$ cat src/rtl/life_pkg.sv
// Shared types and helpers for the LED matrix scan stage of the Game of Life display.
package life_pkg;

  localparam int DEF_ROWS  = 8;
  localparam int DEF_COLS  = 8;
  localparam int MAX_COLS  = 16;
  localparam int MAX_BOARD = 256;

  typedef enum logic [1:0] {
    ST_IDLE  = 2'd0,
    ST_SCAN  = 2'd1,
    ST_BLANK = 2'd2
  } scan_state_e;

  // Counters for a modulus of 1 still need a one-bit register.
  function automatic int cnt_width(input int n);
    return (n > 1) ? $clog2(n) : 1;
  endfunction

  function automatic logic [MAX_COLS-1:0] row_slice(input logic [MAX_BOARD-1:0] board,
                                                    input int unsigned row,
                                                    input int unsigned cols);
    return MAX_COLS'(board >> (row * cols));
  endfunction

endpackage

$ cat src/rtl/mod_counter.sv
// Modulo-MAX up-counter with synchronous clear; wrap_o flags the enabled step from MAX-1 to 0.
module mod_counter
  import life_pkg::*;
#(
  parameter  int MAX = 2,
  localparam int W   = cnt_width(MAX)
) (
  input  logic         clk_i,
  input  logic         rst_ni,
  input  logic         clr_i,
  input  logic         en_i,
  output logic [W-1:0] count_o,
  output logic         wrap_o
);

  logic [W-1:0] count_q;
  logic [W-1:0] count_d;

  assign wrap_o  = en_i && (count_q == W'(MAX - 1));
  assign count_o = count_q;

  always_comb begin
    count_d = count_q;
    if (clr_i) begin
      count_d = '0;
    end else if (en_i) begin
      count_d = wrap_o ? '0 : count_q + 1'b1;
    end
  end

  always_ff @(posedge clk_i or negedge rst_ni) begin
    if (!rst_ni) begin
      count_q <= '0;
    end else begin
      count_q <= count_d;
    end
  end

endmodule

$ cat src/rtl/life_matrix_scan.sv
// Double-buffered 8x8 LED row-multiplex driver with generation pacing pulse.
// Optional anti-ghosting blank slots between rows are enabled with `define SCAN_BLANK_EN.
module life_matrix_scan
  import life_pkg::*;
#(
  parameter int ROWS           = DEF_ROWS,
  parameter int COLS           = DEF_COLS,
  parameter int DWELL          = 1000,
  parameter int FRAMES_PER_GEN = 30,
  parameter int BLANK          = 4
) (
  input  logic                 clk,
  input  logic                 reset_n,
  input  logic [ROWS*COLS-1:0] board_in,
  input  logic                 board_valid,
  output logic                 board_ready,
  output logic [ROWS-1:0]      row_n,
  output logic [COLS-1:0]      col,
  output logic                 frame_start,
  output logic                 gen_tick
);

  localparam int BW = ROWS * COLS;
  localparam int RW = cnt_width(ROWS);
  localparam int DW = cnt_width(DWELL);
  localparam int FW = cnt_width(FRAMES_PER_GEN);

  scan_state_e    state_q, state_d;
  logic [BW-1:0]  shadow_q, shadow_d;
  logic           shadow_full_q, shadow_full_d;
  logic [BW-1:0]  display_q, display_d;
  logic [ROWS-1:0] row_n_q, row_n_d;
  logic [COLS-1:0] col_q, col_d;
  logic           frame_start_q, frame_start_d;
  logic           gen_tick_q, gen_tick_d;

  logic           in_idle;
  logic           in_scan;
  logic [DW-1:0]  dwell_cnt;
  logic           dwell_wrap;
  logic [RW-1:0]  row_cnt;
  logic [RW-1:0]  row_inc;
  logic           frame_end;
  logic [FW-1:0]  frame_cnt;
  logic           frame_wrap;
  logic           unused_counts;

  assign in_idle = (state_q == ST_IDLE);
  assign in_scan = (state_q == ST_SCAN);

  mod_counter #(.MAX(DWELL)) u_dwell (
    .clk_i  (clk),
    .rst_ni (reset_n),
    .clr_i  (in_idle),
    .en_i   (in_scan),
    .count_o(dwell_cnt),
    .wrap_o (dwell_wrap)
  );

  // The row counter wrapping out of the last row is exactly the end of a frame.
  mod_counter #(.MAX(ROWS)) u_row (
    .clk_i  (clk),
    .rst_ni (reset_n),
    .clr_i  (in_idle),
    .en_i   (dwell_wrap),
    .count_o(row_cnt),
    .wrap_o (frame_end)
  );

  mod_counter #(.MAX(FRAMES_PER_GEN)) u_frame (
    .clk_i  (clk),
    .rst_ni (reset_n),
    .clr_i  (1'b0),
    .en_i   (frame_end),
    .count_o(frame_cnt),
    .wrap_o (frame_wrap)
  );

`ifdef SCAN_BLANK_EN
  logic [cnt_width(BLANK)-1:0] blank_cnt;
  logic                        blank_wrap;

  mod_counter #(.MAX(BLANK)) u_blank (
    .clk_i  (clk),
    .rst_ni (reset_n),
    .clr_i  (in_idle),
    .en_i   (state_q == ST_BLANK),
    .count_o(blank_cnt),
    .wrap_o (blank_wrap)
  );

  assign unused_counts = ^{dwell_cnt, frame_cnt, blank_cnt};
`else
  assign unused_counts = ^{dwell_cnt, frame_cnt, BLANK[0]};
`endif

  assign row_inc     = (row_cnt == RW'(ROWS - 1)) ? '0 : row_cnt + 1'b1;
  assign board_ready = !shadow_full_q;

  // Outputs are computed one cycle ahead so row_n/col only move on row boundaries.
  always_comb begin
    state_d       = state_q;
    shadow_d      = shadow_q;
    shadow_full_d = shadow_full_q;
    display_d     = display_q;
    row_n_d       = row_n_q;
    col_d         = col_q;
    frame_start_d = 1'b0;
    gen_tick_d    = 1'b0;

    if (board_valid && !shadow_full_q) begin
      shadow_d      = board_in;
      shadow_full_d = 1'b1;
    end

    case (state_q)
      ST_IDLE: begin
        row_n_d = '1;
        col_d   = '0;
        if (shadow_full_q) begin
          display_d     = shadow_q;
          shadow_full_d = 1'b0;
          state_d       = ST_SCAN;
          frame_start_d = 1'b1;
          row_n_d       = ~ROWS'(1);
          col_d         = COLS'(row_slice(MAX_BOARD'(shadow_q), 32'd0, COLS));
        end
      end

      ST_SCAN: begin
        if (dwell_wrap) begin
          // A pending board is swapped in only here, so a frame never mixes two boards.
          if (frame_end) begin
            gen_tick_d = frame_wrap;
            if (shadow_full_q) begin
              display_d     = shadow_q;
              shadow_full_d = 1'b0;
            end
          end
`ifdef SCAN_BLANK_EN
          state_d = ST_BLANK;
          row_n_d = '1;
          col_d   = '0;
`else
          frame_start_d = frame_end;
          row_n_d       = ~(ROWS'(1) << row_inc);
          col_d         = COLS'(row_slice(MAX_BOARD'(display_d), 32'(row_inc), COLS));
`endif
        end
      end

`ifdef SCAN_BLANK_EN
      ST_BLANK: begin
        if (blank_wrap) begin
          state_d       = ST_SCAN;
          frame_start_d = (row_cnt == '0);
          row_n_d       = ~(ROWS'(1) << row_cnt);
          col_d         = COLS'(row_slice(MAX_BOARD'(display_q), 32'(row_cnt), COLS));
        end
      end
`endif

      default: begin
        state_d = ST_IDLE;
        row_n_d = '1;
        col_d   = '0;
      end
    endcase
  end

  always_ff @(posedge clk or negedge reset_n) begin
    if (!reset_n) begin
      state_q       <= ST_IDLE;
      shadow_q      <= '0;
      shadow_full_q <= 1'b0;
      display_q     <= '0;
      row_n_q       <= '1;
      col_q         <= '0;
      frame_start_q <= 1'b0;
      gen_tick_q    <= 1'b0;
    end else begin
      state_q       <= state_d;
      shadow_q      <= shadow_d;
      shadow_full_q <= shadow_full_d;
      display_q     <= display_d;
      row_n_q       <= row_n_d;
      col_q         <= col_d;
      frame_start_q <= frame_start_d;
      gen_tick_q    <= gen_tick_d;
    end
  end

  assign row_n       = row_n_q;
  assign col         = col_q;
  assign frame_start = frame_start_q;
  assign gen_tick    = gen_tick_q;

endmodule

$ cat config.mk
export PLATFORM = sky130hd
export DESIGN_NAME = life_matrix_scan
export DESIGN_NICKNAME = d
export VERILOG_FILES = /design/src/rtl/life_pkg.sv /design/src/rtl/mod_counter.sv /design/src/rtl/life_matrix_scan.sv
export SDC_FILE = /design/constraint.sdc
export NUM_CORES = 1
export LEC_CHECK = 0
export CAP_MARGIN = 15
export CORE_MARGIN = 2
export CORE_UTILIZATION = 40
export CTS_CLUSTER_SIZE = 16
export DETAILED_ROUTE_END_ITERATION = 12
export PLACE_DENSITY = 0.67
export SYNTH_ARGS = -nofsm -noshare
export SYNTH_HDL_FRONTEND = slang
export SYNTH_HIERARCHICAL = 1
export SYNTH_SLANG_ARGS = --single-unit
export TNS_END_PERCENT = 100
$ cat constraint.sdc
create_clock -name clk -period 3.6 [get_ports clk]
set_input_delay 0.72 -clock clk [delete_from_list [all_inputs] [get_ports clk]]
set_output_delay 0.72 -clock clk [all_outputs]
set_load 0.01 [all_outputs]
==> results of run 1 <==
final timing paths:
| check | end | slack (ns) | startpoint | depth (start not counted) |
|---|---|---|---|---|
| max reg2reg | col[1] | 0.42 | u_dwell/count_o[3] | 10 |
| max | col[1] | 0.42 | u_dwell/count_o[3] | 10 |
| min reg2reg | display_q[43] | 0.51 | display_q[43] | 1 |
| min | u_row/count_o[2] | 0.31 | reset_n | 1 |
| max in group asynchronous | display_q[43] | 2.32 | reset_n | 2 |
| min in group clk | display_q[43] | 0.51 | display_q[43] | 1 |
layout make-up:
type                            count  area [um2]
Clock buffer                       17         425
Clock inverter                     15         170
Fill cell                        1655        9350
Inverter                            9        33.8
Multi-Input combinational cell    449        3390
Sequential cell                   166        4160
Tap cell                          260         325
Timing Repair Buffer               98         975
power groups by stage:
stage	logic, mW	clock network (mW)	registers, mW
after detailed placement	0.509	0	2.56
final	0.502	1.84	2.53
after global placement	0.487	0	2.55
after floorplan	0.339	0	2.39
after CTS	0.512	1.88	2.53
after global routing	0.551	1.97	2.57
cells in the mapped netlist (all sizes together) (5+ instances only):
master / count / share of area, %
o211ai: 13 / 1.3
nand2: 98 / 4.8
nor2: 20 / 0.97
dfrtp: 158 / 51
o32ai: 9 / 1.1
nor3: 5 / 0.32
nand3: 9 / 0.58
clkbuf: 10 / 0.48
o22ai: 9 / 0.73
ha: 11 / 1.8
dfstp: 8 / 2.7
a21oi: 51 / 3.3
buf: 24 / 1.9
nor4: 5 / 0.40
inv: 9 / 0.44
mux2: 128 / 19
nor2b: 5 / 0.40
mux2i: 29 / 3.7
o21ai: 13 / 0.89
kinds of logic after synthesis:
| family | after synthesis | synth area share, % |
|---|---|---|
| AO/OA/AOI/OAI | 108 | 8.86 |
| adder cells (fa/ha/maj) | 11 | 1.78 |
| other | 1 | 0.0484 |
| flip-flops | 166 | 53.7 |
| AND/OR/NAND/NOR | 160 | 9.48 |
| multiplexers | 157 | 22.3 |
| XOR/XNOR | 8 | 0.904 |
| buffers and inverters | 43 | 2.84 |
worst max-delay path, delay by kind of cell (launching register included):
kind,cells,cell delay (ns)
muxes,1,0.21
and+or+nand+nor,5,1.61
buffers and inverters,2,0.37
AOI/OAI and AO/OA,2,0.42
DFF,1,0.46
stage by stage:
step | util (%) | power (mW) | setup slack (ns) | std cells
after global routing | 50.3 | 5.09 | 0.172 | 1014
final | 50.3 | 4.87 | 0.419 | 1014
after detailed placement | 47.2 | 3.07 | 0.467 | 982
after global placement | 47.2 | 3.04 | 0.535 | 982
after CTS | 50.3 | 4.92 | 0.423 | 1014
after floorplan | - | 2.73 | 0.750 | 658
state kept, by name (all words and copies together), names as in the netlist:
name and cells:
row_n 8, u_frame/count_o 5, shadow_q 64, display_q 64, u_dwell/count_o 10, shadow_full_q 1
col 8, u_row/count_o 3, gen_tick 1, state_q 1, frame_start 1
per-layer routing:
layer | share of wire (%) | global-route usage (%) | wire length, um
met2 | 49 | 30.2 | 9090
met1 | 44 | 25.8 | 8110
met3 | 5.8 | 4.73 | 1080
met5 | 0 | 0 | 0
met4 | 1.6 | 6.41 | 288
==> flow_metrics.env, run 1 <==
export IMPL_die_x_um=143
export IMPL_final_nets=819
export IMPL_cts_resized=0
export IMPL_fmax_ghz=0.314
export IMPL_setup_worst_path_start_class="flip-flop"
export IMPL_p_sw_share_pct=26.8
export IMPL_p_sw_mw=1.30
export IMPL_die_y_um=143
export IMPL_port_buffers=85
export IMPL_finalSetupTns_ns=0
export IMPL_criticalPathCategory="flip-flop to flip-flop"
export IMPL_synth_distinct_cells=52
export IMPL_synth_main_ff_cell="dfrtp_1"
export IMPL_cts_tree="built"
export IMPL_vias=5440
export IMPL_avgViaCountPerCell=5.36
export IMPL_power_per_cell_area_nw_per_um2=514
export IMPL_syn_area_um2=7750
export IMPL_ys_seq_elements=166
export IMPL_crit_slowest_cell="dfrtp_1"
export IMPL_hpwlAfterDp_um=13000
export IMPL_synth_warnings=6
export IMPL_rsz0062_at_grt="false"
export IMPL_max_stage_delay_ns=0.46
export IMPL_die_area_um2=20500
export IMPL_path_max_fanout=21
export IMPL_critPathArrivalTime_ns=3.49
export IMPL_cts_num_sinks=166
export IMPL_crit_required_ns=3.91
export IMPL_drtPass1Iterations=5
export IMPL_final_cell_area_um2=9480
export IMPL_numCtsBuffers=17
export IMPL_avgSynthCellArea_um2=11.8
export IMPL_cts_hold_buf=0
export IMPL_synthCells=654
export IMPL_htreeDepth=4
export IMPL_root_buffer="clkbuf_16"
export IMPL_grt_overflow=0
export IMPL_ys_seq_area_share_pct=53.7
export IMPL_final_period_utilization_pct=88.4
export IMPL_antenna_found_initial=0
export IMPL_power_share_combinational_pct=10.3
export IMPL_grt_max_degree=79
export IMPL_final_cell_mix="158 x dfrtp_1, 128 x mux2_2, 97 x nand2_1"
export IMPL_setup_viol=0
export IMPL_cp_cell_sequence="or3b_1 -> or3_4 -> inv_1 -> and2_1 -> and2_4 -> buf_4 -> mux2i_1 -> o211ai_1 -> o32ai_1 -> nor2_1"
export IMPL_io_pins=86
export IMPL_grt_pass1_vias=5418
export IMPL_place_gp_congestion=0.868
export IMPL_fin_skew_ns=0.0116
export IMPL_status="complete, no violations"
export IMPL_core_area_um2=18800
export IMPL_wl_per_cell_um=18.3
export IMPL_leakagePower_nw=3.92
export IMPL_insertion_delay_ns=0.44
export IMPL_antenna_left=0
export IMPL_internal_power_mw=3.57
export IMPL_hold_violations=0
export IMPL_hold_slack_ns=0.314
export IMPL_tightest_slew_ns=1.01
export IMPL_period_needed_ns=3.18
export IMPL_diodes=0
export IMPL_drc=0
export IMPL_slew_violations=0
export IMPL_drive_gt1_share_pct=25.9
export IMPL_ys_async_sr_fraction_pct=100
export IMPL_track_usage_pct=19.1
export IMPL_p_clk_share_pct=37.8
export IMPL_wirelength_um=18600
export IMPL_clk_pin_slew_ns=0.07
export IMPL_hp_class="primary input to async pin"
export IMPL_cp_end_kind="flip-flop"
export IMPL_post_cts_setup_buffers=0
export IMPL_drt_initial_drc_count=369
export IMPL_initial_core_util_pct=41.1
export IMPL_power_frac_seq_pct=51.9
export IMPL_syn_to_final_growth_pct=22.3
export IMPL_ir_worst_vdd_v=0.000332
export IMPL_slew_limit_headroom_pct=32.8
export IMPL_cap_violations=0
export IMPL_clockBufferDepth=2
export IMPL_grt_pass1_wl_um=29700
export IMPL_synth_edf_count=0
export IMPL_mostFrequentLayoutCell="dfrtp_1"
export IMPL_num_rows=50
export IMPL_placed_cell_area_um2=8880
No activity file was read; power rests on OpenSTA's default activity.
==> run 2: changes to the inputs <==
Settings changed: CORE_ASPECT_RATIO from default to 1.5, GPL_ROUTABILITY_DRIVEN from default to 0.
==> run 2 against run 1 <==
Design area grew 0.63%. Combinational power is essentially flat. Sequential cell count is the same. First-iteration DRC count increased by 47%. Core utilization is 0.35 points lower. Worst setup slack worse by 0.055 ns. Routed wire length up 2.5%. Final cell count shrank 0.49%. Critical path type unchanged. Largest cell class unchanged.
==> flow_metrics.env, run 2 (synthesis results as in run 1) <==
export IMPL_leakagePower_nw=3.94
export IMPL_clockBufferDepth=2
export IMPL_fmax_ghz=0.309
export IMPL_dp_cells=976
export IMPL_antenna_left=0
export IMPL_setup_viol=0
export IMPL_antenna_found_initial=0
export IMPL_core_area_um2=19100
export IMPL_criticalPathCategory="flip-flop to flip-flop"
export IMPL_cp_end_kind="flip-flop"
export IMPL_grt_overflow=0
export IMPL_r2r_start="u_dwell/count_o[3]"
export IMPL_power_per_cell_area_nw_per_um2=525
export IMPL_track_usage_pct=19.2
export IMPL_worst_r2r_endpoint="col[4]"
export IMPL_wirelength_um=19000
export IMPL_drive_gt1_share_pct=25.6
export IMPL_finalSetupTns_ns=0
export IMPL_critPathArrivalTime_ns=3.52
export IMPL_grt_pass1_vias=5706
export IMPL_diodes=0
export IMPL_num_rows=62
export IMPL_final_nets=818
export IMPL_die_x_um=118
export IMPL_fin_skew_ns=0.00720
export IMPL_htreeDepth=4
export IMPL_finalNonFillerCells=1009
export IMPL_slew_violations=0
export IMPL_die_y_um=174
export IMPL_multiInputGateArea_um2=3390
export IMPL_worst_r2r_cell_count=10
export IMPL_num_fill_cells=1735
export IMPL_cap_violations=0
export IMPL_ir_worst_vdd_v=0.000321
export IMPL_root_buffer="clkbuf_16"
export IMPL_grt_max_degree=74
export IMPL_drc=0
export IMPL_rsz0062_at_grt="false"
export IMPL_cts_tree="built"
export IMPL_r2r_slack_ns=0.36
export IMPL_final_period_utilization_pct=89.9
export IMPL_insertion_delay_ns=0.43
export IMPL_cts_num_sinks=166
export IMPL_seqCellArea_um2=4160
export IMPL_path_max_fanout=25
export IMPL_setup_worst_path_start_class="flip-flop"
export IMPL_syn_to_final_growth_pct=23.1
export IMPL_setup_slack_ns=0.364
export IMPL_wl_per_cell_um=18.9
export IMPL_drt_initial_drc_count=541
export IMPL_tightest_slew_ns=0.889
export IMPL_avgViaCountPerCell=5.42
export IMPL_placed_cell_area_um2=8890
export IMPL_grt_pass1_wl_um=30800
export IMPL_clk_pin_slew_ns=0.06
export IMPL_dpl_worst_slack_ns=0.442
export IMPL_post_cts_setup_buffers=0
export IMPL_drtPass1Iterations=5
export IMPL_hpwlAfterDp_um=13600
export IMPL_status="complete, no violations"
export IMPL_crit_required_ns=3.88
export IMPL_final_cell_mix="158 x dfrtp_1, 128 x mux2_2, 97 x nand2_1"
export IMPL_die_area_um2=20500
export IMPL_io_pins=86
export IMPL_numCtsBuffers=17
export IMPL_port_buffers=85
export IMPL_initial_core_util_pct=40.6
export IMPL_hp_class="primary input to async pin"
export IMPL_final_cell_area_um2=9540
export IMPL_vias=5472
export IMPL_slew_limit_headroom_pct=40.6
export IMPL_cts_hold_buf=0
export IMPL_mostFrequentLayoutCell="dfrtp_1"
export IMPL_total_power_mw=5.01
export IMPL_cts_resized=0
export IMPL_period_needed_ns=3.24
export IMPL_hold_violations=0
## run 2: changes by cell type in the layout (fill, tap and decap cells not counted)
| cell | previous run | this run |
|---|---|---|
| buf_12 | 2 | 4 |
| buf_4 | 11 | 8 |
| bufinv_16 | 2 | 4 |
| clkbuf_1 | 0 | 1 |
| clkbuf_8 | 0 | 3 |
| clkinv_2 | 3 | 2 |
| clkinv_4 | 3 | 4 |
| clkinv_8 | 1 | 0 |
| clkinvlp_4 | 0 | 1 |
| inv_6 | 6 | 0 |
## run 2: how the worst max path moves through the flow
stage / cells past startpoint / startpoint / slack [ns] / end
2_1_floorplan: 11 / u_dwell/count_o[4] / 0.75 / col[2]
3_3_place_gp: 10 / u_dwell/count_o[4] / 0.54 / col[6]
3_5_place_dp: 10 / u_dwell/count_o[3] / 0.44 / col[4]
4_1_cts: 10 / u_dwell/count_o[3] / 0.41 / col[4]
5_1_grt: 11 / u_dwell/count_o[0] / 0.18 / col[4]
6_report: 10 / u_dwell/count_o[3] / 0.36 / col[4]
## run 2: routing by layer
| layer | wire length [um] | track usage [%] | vias up |
|---|---|---|---|
| li1 | - | - | 2504 |
| met1 | 7660 | 22.3 | 2786 |
| met2 | 10200 | 34.8 | 147 |
| met3 | 644 | 3.84 | 35 |
| met4 | 477 | 6.98 | 0 |
| met5 | 0 | 0 | - |
## run 2: cell type report
type / count / share of cell area [%]
Clock buffer: 21 / 4.93
Clock inverter: 11 / 1.81
Inverter: 9 / 0.354
Multi-Input combinational cell: 449 / 35.5
Sequential cell: 166 / 43.6
Tap cell: 256 / 3.36
Timing Repair Buffer: 97 / 10.4
## run 2: metrics by stage
stage / util, % / hold WS (ns)
6_report: 50.0 / 0.224
5_1_grt: 50.0 / 0.235
4_1_cts: 50.0 / 0.217
3_5_place_dp: 46.6 / 0.493
3_3_place_gp: 46.6 / 0.487
2_1_floorplan: - / 0.424
## run 2: worst max-delay path: stages, from the launching register on
cell and delay [ns]:
dfrtp_1 0.44, or3b_1 0.41, or3_4 0.42, inv_1 0.08
and2_1 0.30, and2_4 0.47, buf_12 0.22, mux2i_1 0.20
o21ai_1 0.08, o32ai_1 0.35, a21oi_1 0.09
## run 2: where the power goes
part | internal, mW | switching (mW)
combinational | 0.341 | 0.161
clock | 1.22 | 0.749
sequential | 2.19 | 0.348
==> run 3: changes to the inputs <==
Settings changed: ABC_AREA from default to 1, PLACE_DENSITY 0.67 to default, PLACE_DENSITY_LB_ADDON from default to 0.12.
==> run 3 against run 2 <==
Area after synthesis rose by 25%. Design area rose by 19%. Non-clock buffer count rose by 10. Core utilization fell by 2.3 points. Sequential cell count did not move. Via count rose by 60%.
==> flow_metrics.env, run 3 <==
export IMPL_r2r_slack_ns=1.01
export IMPL_drc=0
export IMPL_cap_violations=0
export IMPL_die_area_um2=25400
export IMPL_setup_worst_path_start_class="flip-flop"
export IMPL_synth_edf_count=0
export IMPL_syn_to_final_growth_pct=17.3
export IMPL_cp_cell_sequence="inv_2 -> clkdlybuf4s50_1"
export IMPL_worst_r2r_cell_count=18
export IMPL_ys_seq_area_share_pct=43.2
export IMPL_rsz0062_at_grt="false"
export IMPL_final_cell_mix="314 x nand2_1, 212 x nand3_1, 157 x dfrtp_1"
export IMPL_post_cts_setup_buffers=0
export IMPL_synthTopCellsByCount="315 x nand2_1, 212 x nand3_1, 158 x dfrtp_1"
export IMPL_power_per_cell_area_nw_per_um2=425
export IMPL_status="complete, no violations"
export IMPL_vias=8768
export IMPL_synth_main_ff_cell="dfrtp_1"
export IMPL_ir_worst_vdd_v=0.000319
export IMPL_drt_initial_drc_count=572
export IMPL_final_cell_area_um2=11300
export IMPL_placed_cell_area_um2=10700
export IMPL_cts_tree="built"
export IMPL_port_buffers=85
export IMPL_cp_end_kind="output pin"
export IMPL_max_stage_delay_ns=0.64
export IMPL_synth_warnings=6
export IMPL_syn_area_um2=9650
export IMPL_ys_async_sr_fraction_pct=100
export IMPL_cts_resized=0
export IMPL_finalNonFillerCells=1644
export IMPL_die_y_um=194
export IMPL_io_pins=86
export IMPL_die_x_um=131
export IMPL_critPathArrivalTime_ns=1.89
export IMPL_fmax_ghz=0.384
export IMPL_fin_skew_ns=0.00852
export IMPL_critPathTopFamily="buffers and inverters"
export IMPL_tightest_slew_ns=0.851
export IMPL_path_buf_inv=2
export IMPL_diodes=0
export IMPL_ys_seq_elements=166
export IMPL_leakagePower_nw=5.40
export IMPL_hold_violations=0
export IMPL_synth_top_area_share_pct=41.0
export IMPL_final_period_utilization_pct=72.4
export IMPL_crit_required_ns=2.88
export IMPL_grt_pass1_vias=8657
export IMPL_numCtsBuffers=17
export IMPL_avgViaCountPerCell=5.33
export IMPL_core_area_um2=23700
export IMPL_period_needed_ns=2.61
export IMPL_synth_area_leaders="dfrtp_1 41%, nand2_1 12%, nand3_1 11%"
export IMPL_initial_core_util_pct=40.6
export IMPL_cts_hold_buf=0
export IMPL_grt_overflow=0
export IMPL_insertion_delay_ns=0.44
export IMPL_antenna_found_initial=0
export IMPL_hold_slack_ns=0.339
export IMPL_hpwlAfterDp_um=18600
export IMPL_htreeDepth=4
export IMPL_drtPass1Iterations=5
export IMPL_synth_most_common_cell="nand2_1"
export IMPL_antenna_left=0
export IMPL_synthCells=1263
export IMPL_grt_max_degree=85
export IMPL_yosys_area_top_type="dfrtp_1"
export IMPL_num_rows=69
export IMPL_root_buffer="clkbuf_16"
export IMPL_synth_distinct_cells=38
export IMPL_wirelength_um=27900
export IMPL_final_nets=1390
export IMPL_grt_pass1_wl_um=45600
export IMPL_drive_gt1_share_pct=8.00
export IMPL_setup_viol=0
export IMPL_dp_cells=1612
export IMPL_finalSetupTns_ns=0
export IMPL_hp_class="primary input to async pin"
export IMPL_criticalPathCategory="flip-flop to output pin"
export IMPL_track_usage_pct=23.0
export IMPL_slew_limit_headroom_pct=43.2
export IMPL_clk_pin_slew_ns=0.07
export IMPL_crit_cells=2
export IMPL_cts_num_sinks=166
export IMPL_slew_violations=0
export IMPL_crit_slowest_cell="clkdlybuf4s50_1"
export IMPL_mostFrequentLayoutCell="nand2_1"
export IMPL_path_max_fanout=18
export IMPL_clockBufferDepth=2
export IMPL_wl_per_cell_um=17.0
export IMPL_total_power_mw=4.81
export IMPL_avgSynthCellArea_um2=7.64
==> run 3: power breakdown <==
group	total, mW	leakage, nW	internal, mW	switching (mW)
sequential	2.20	1.79	2.11	0.0957
clock	1.85	0.275	1.06	0.791
combinational	0.760	3.34	0.277	0.483
total	4.81	5.40	3.44	1.37
==> run 3: layout make-up <==
cell class	count	area [um2]
clock buffer	21	460
clock inverter	11	126
multi-input combinational	882	4550
fill	2356	12400
inverter	138	518
timing repair buffer	107	1090
sequential	166	4170
tap	319	399
==> run 3: worst register-to-register path, cell delays in order (launching register included) <==
cell and delay, ns:
dfrtp_1 0.40, ha_1 0.24, nand2_1 0.09, nor2_2 0.09
nand3_2 0.10, inv_1 0.23, nand2_1 0.10, inv_2 0.10
inv_2 0.04, buf_4 0.25, buf_4 0.29, nand2_1 0.10
nand3_1 0.09, nand3_1 0.10, nand2_1 0.05, nand2_1 0.06
nand3_1 0.07, nand2_1 0.07, inv_1 0.04
==> run 3: final timing paths <==
check	end	from
setup / recovery	board_ready	shadow_full_q
hold / removal	display_q[12]	reset_n
setup reg to reg	col[7]	u_dwell/count_o[0]
hold reg to reg	row_n[3]	row_n[3]
max in group asynchronous	shadow_q[35]	reset_n
min in group clk	row_n[3]	row_n[3]
==> run 3: kinds of logic after synthesis <==
group | count (synthesis) | share of synthesized area (%)
flops | 166 | 43.2
fa+ha+maj | 11 | 1.43
xor+xnor | 3 | 0.272
compound gates | 168 | 11.7
mux | 17 | 1.97
buf+inv | 216 | 9.76
simple gates | 681 | 31.7
other cells | 1 | 0.0389
==> run 3: per-layer routing <==
layer,share of wire (%),track usage (%),vias to the layer above
li1,-,-,4260
met4,3.3,9.61,0
met3,3.4,3.31,37
met2,51,39.8,210
met1,42,28.3,4261
met5,0,0,-
==> run 3: metrics by stage <==
stage                     setup slack (ns)  util (%)
after global routing                 0.754      47.7
after CTS                            0.972      47.7
after global placement                1.07      45.2
final                                0.994      47.7
after floorplan                       1.30         -
after detailed placement              1.02      45.2
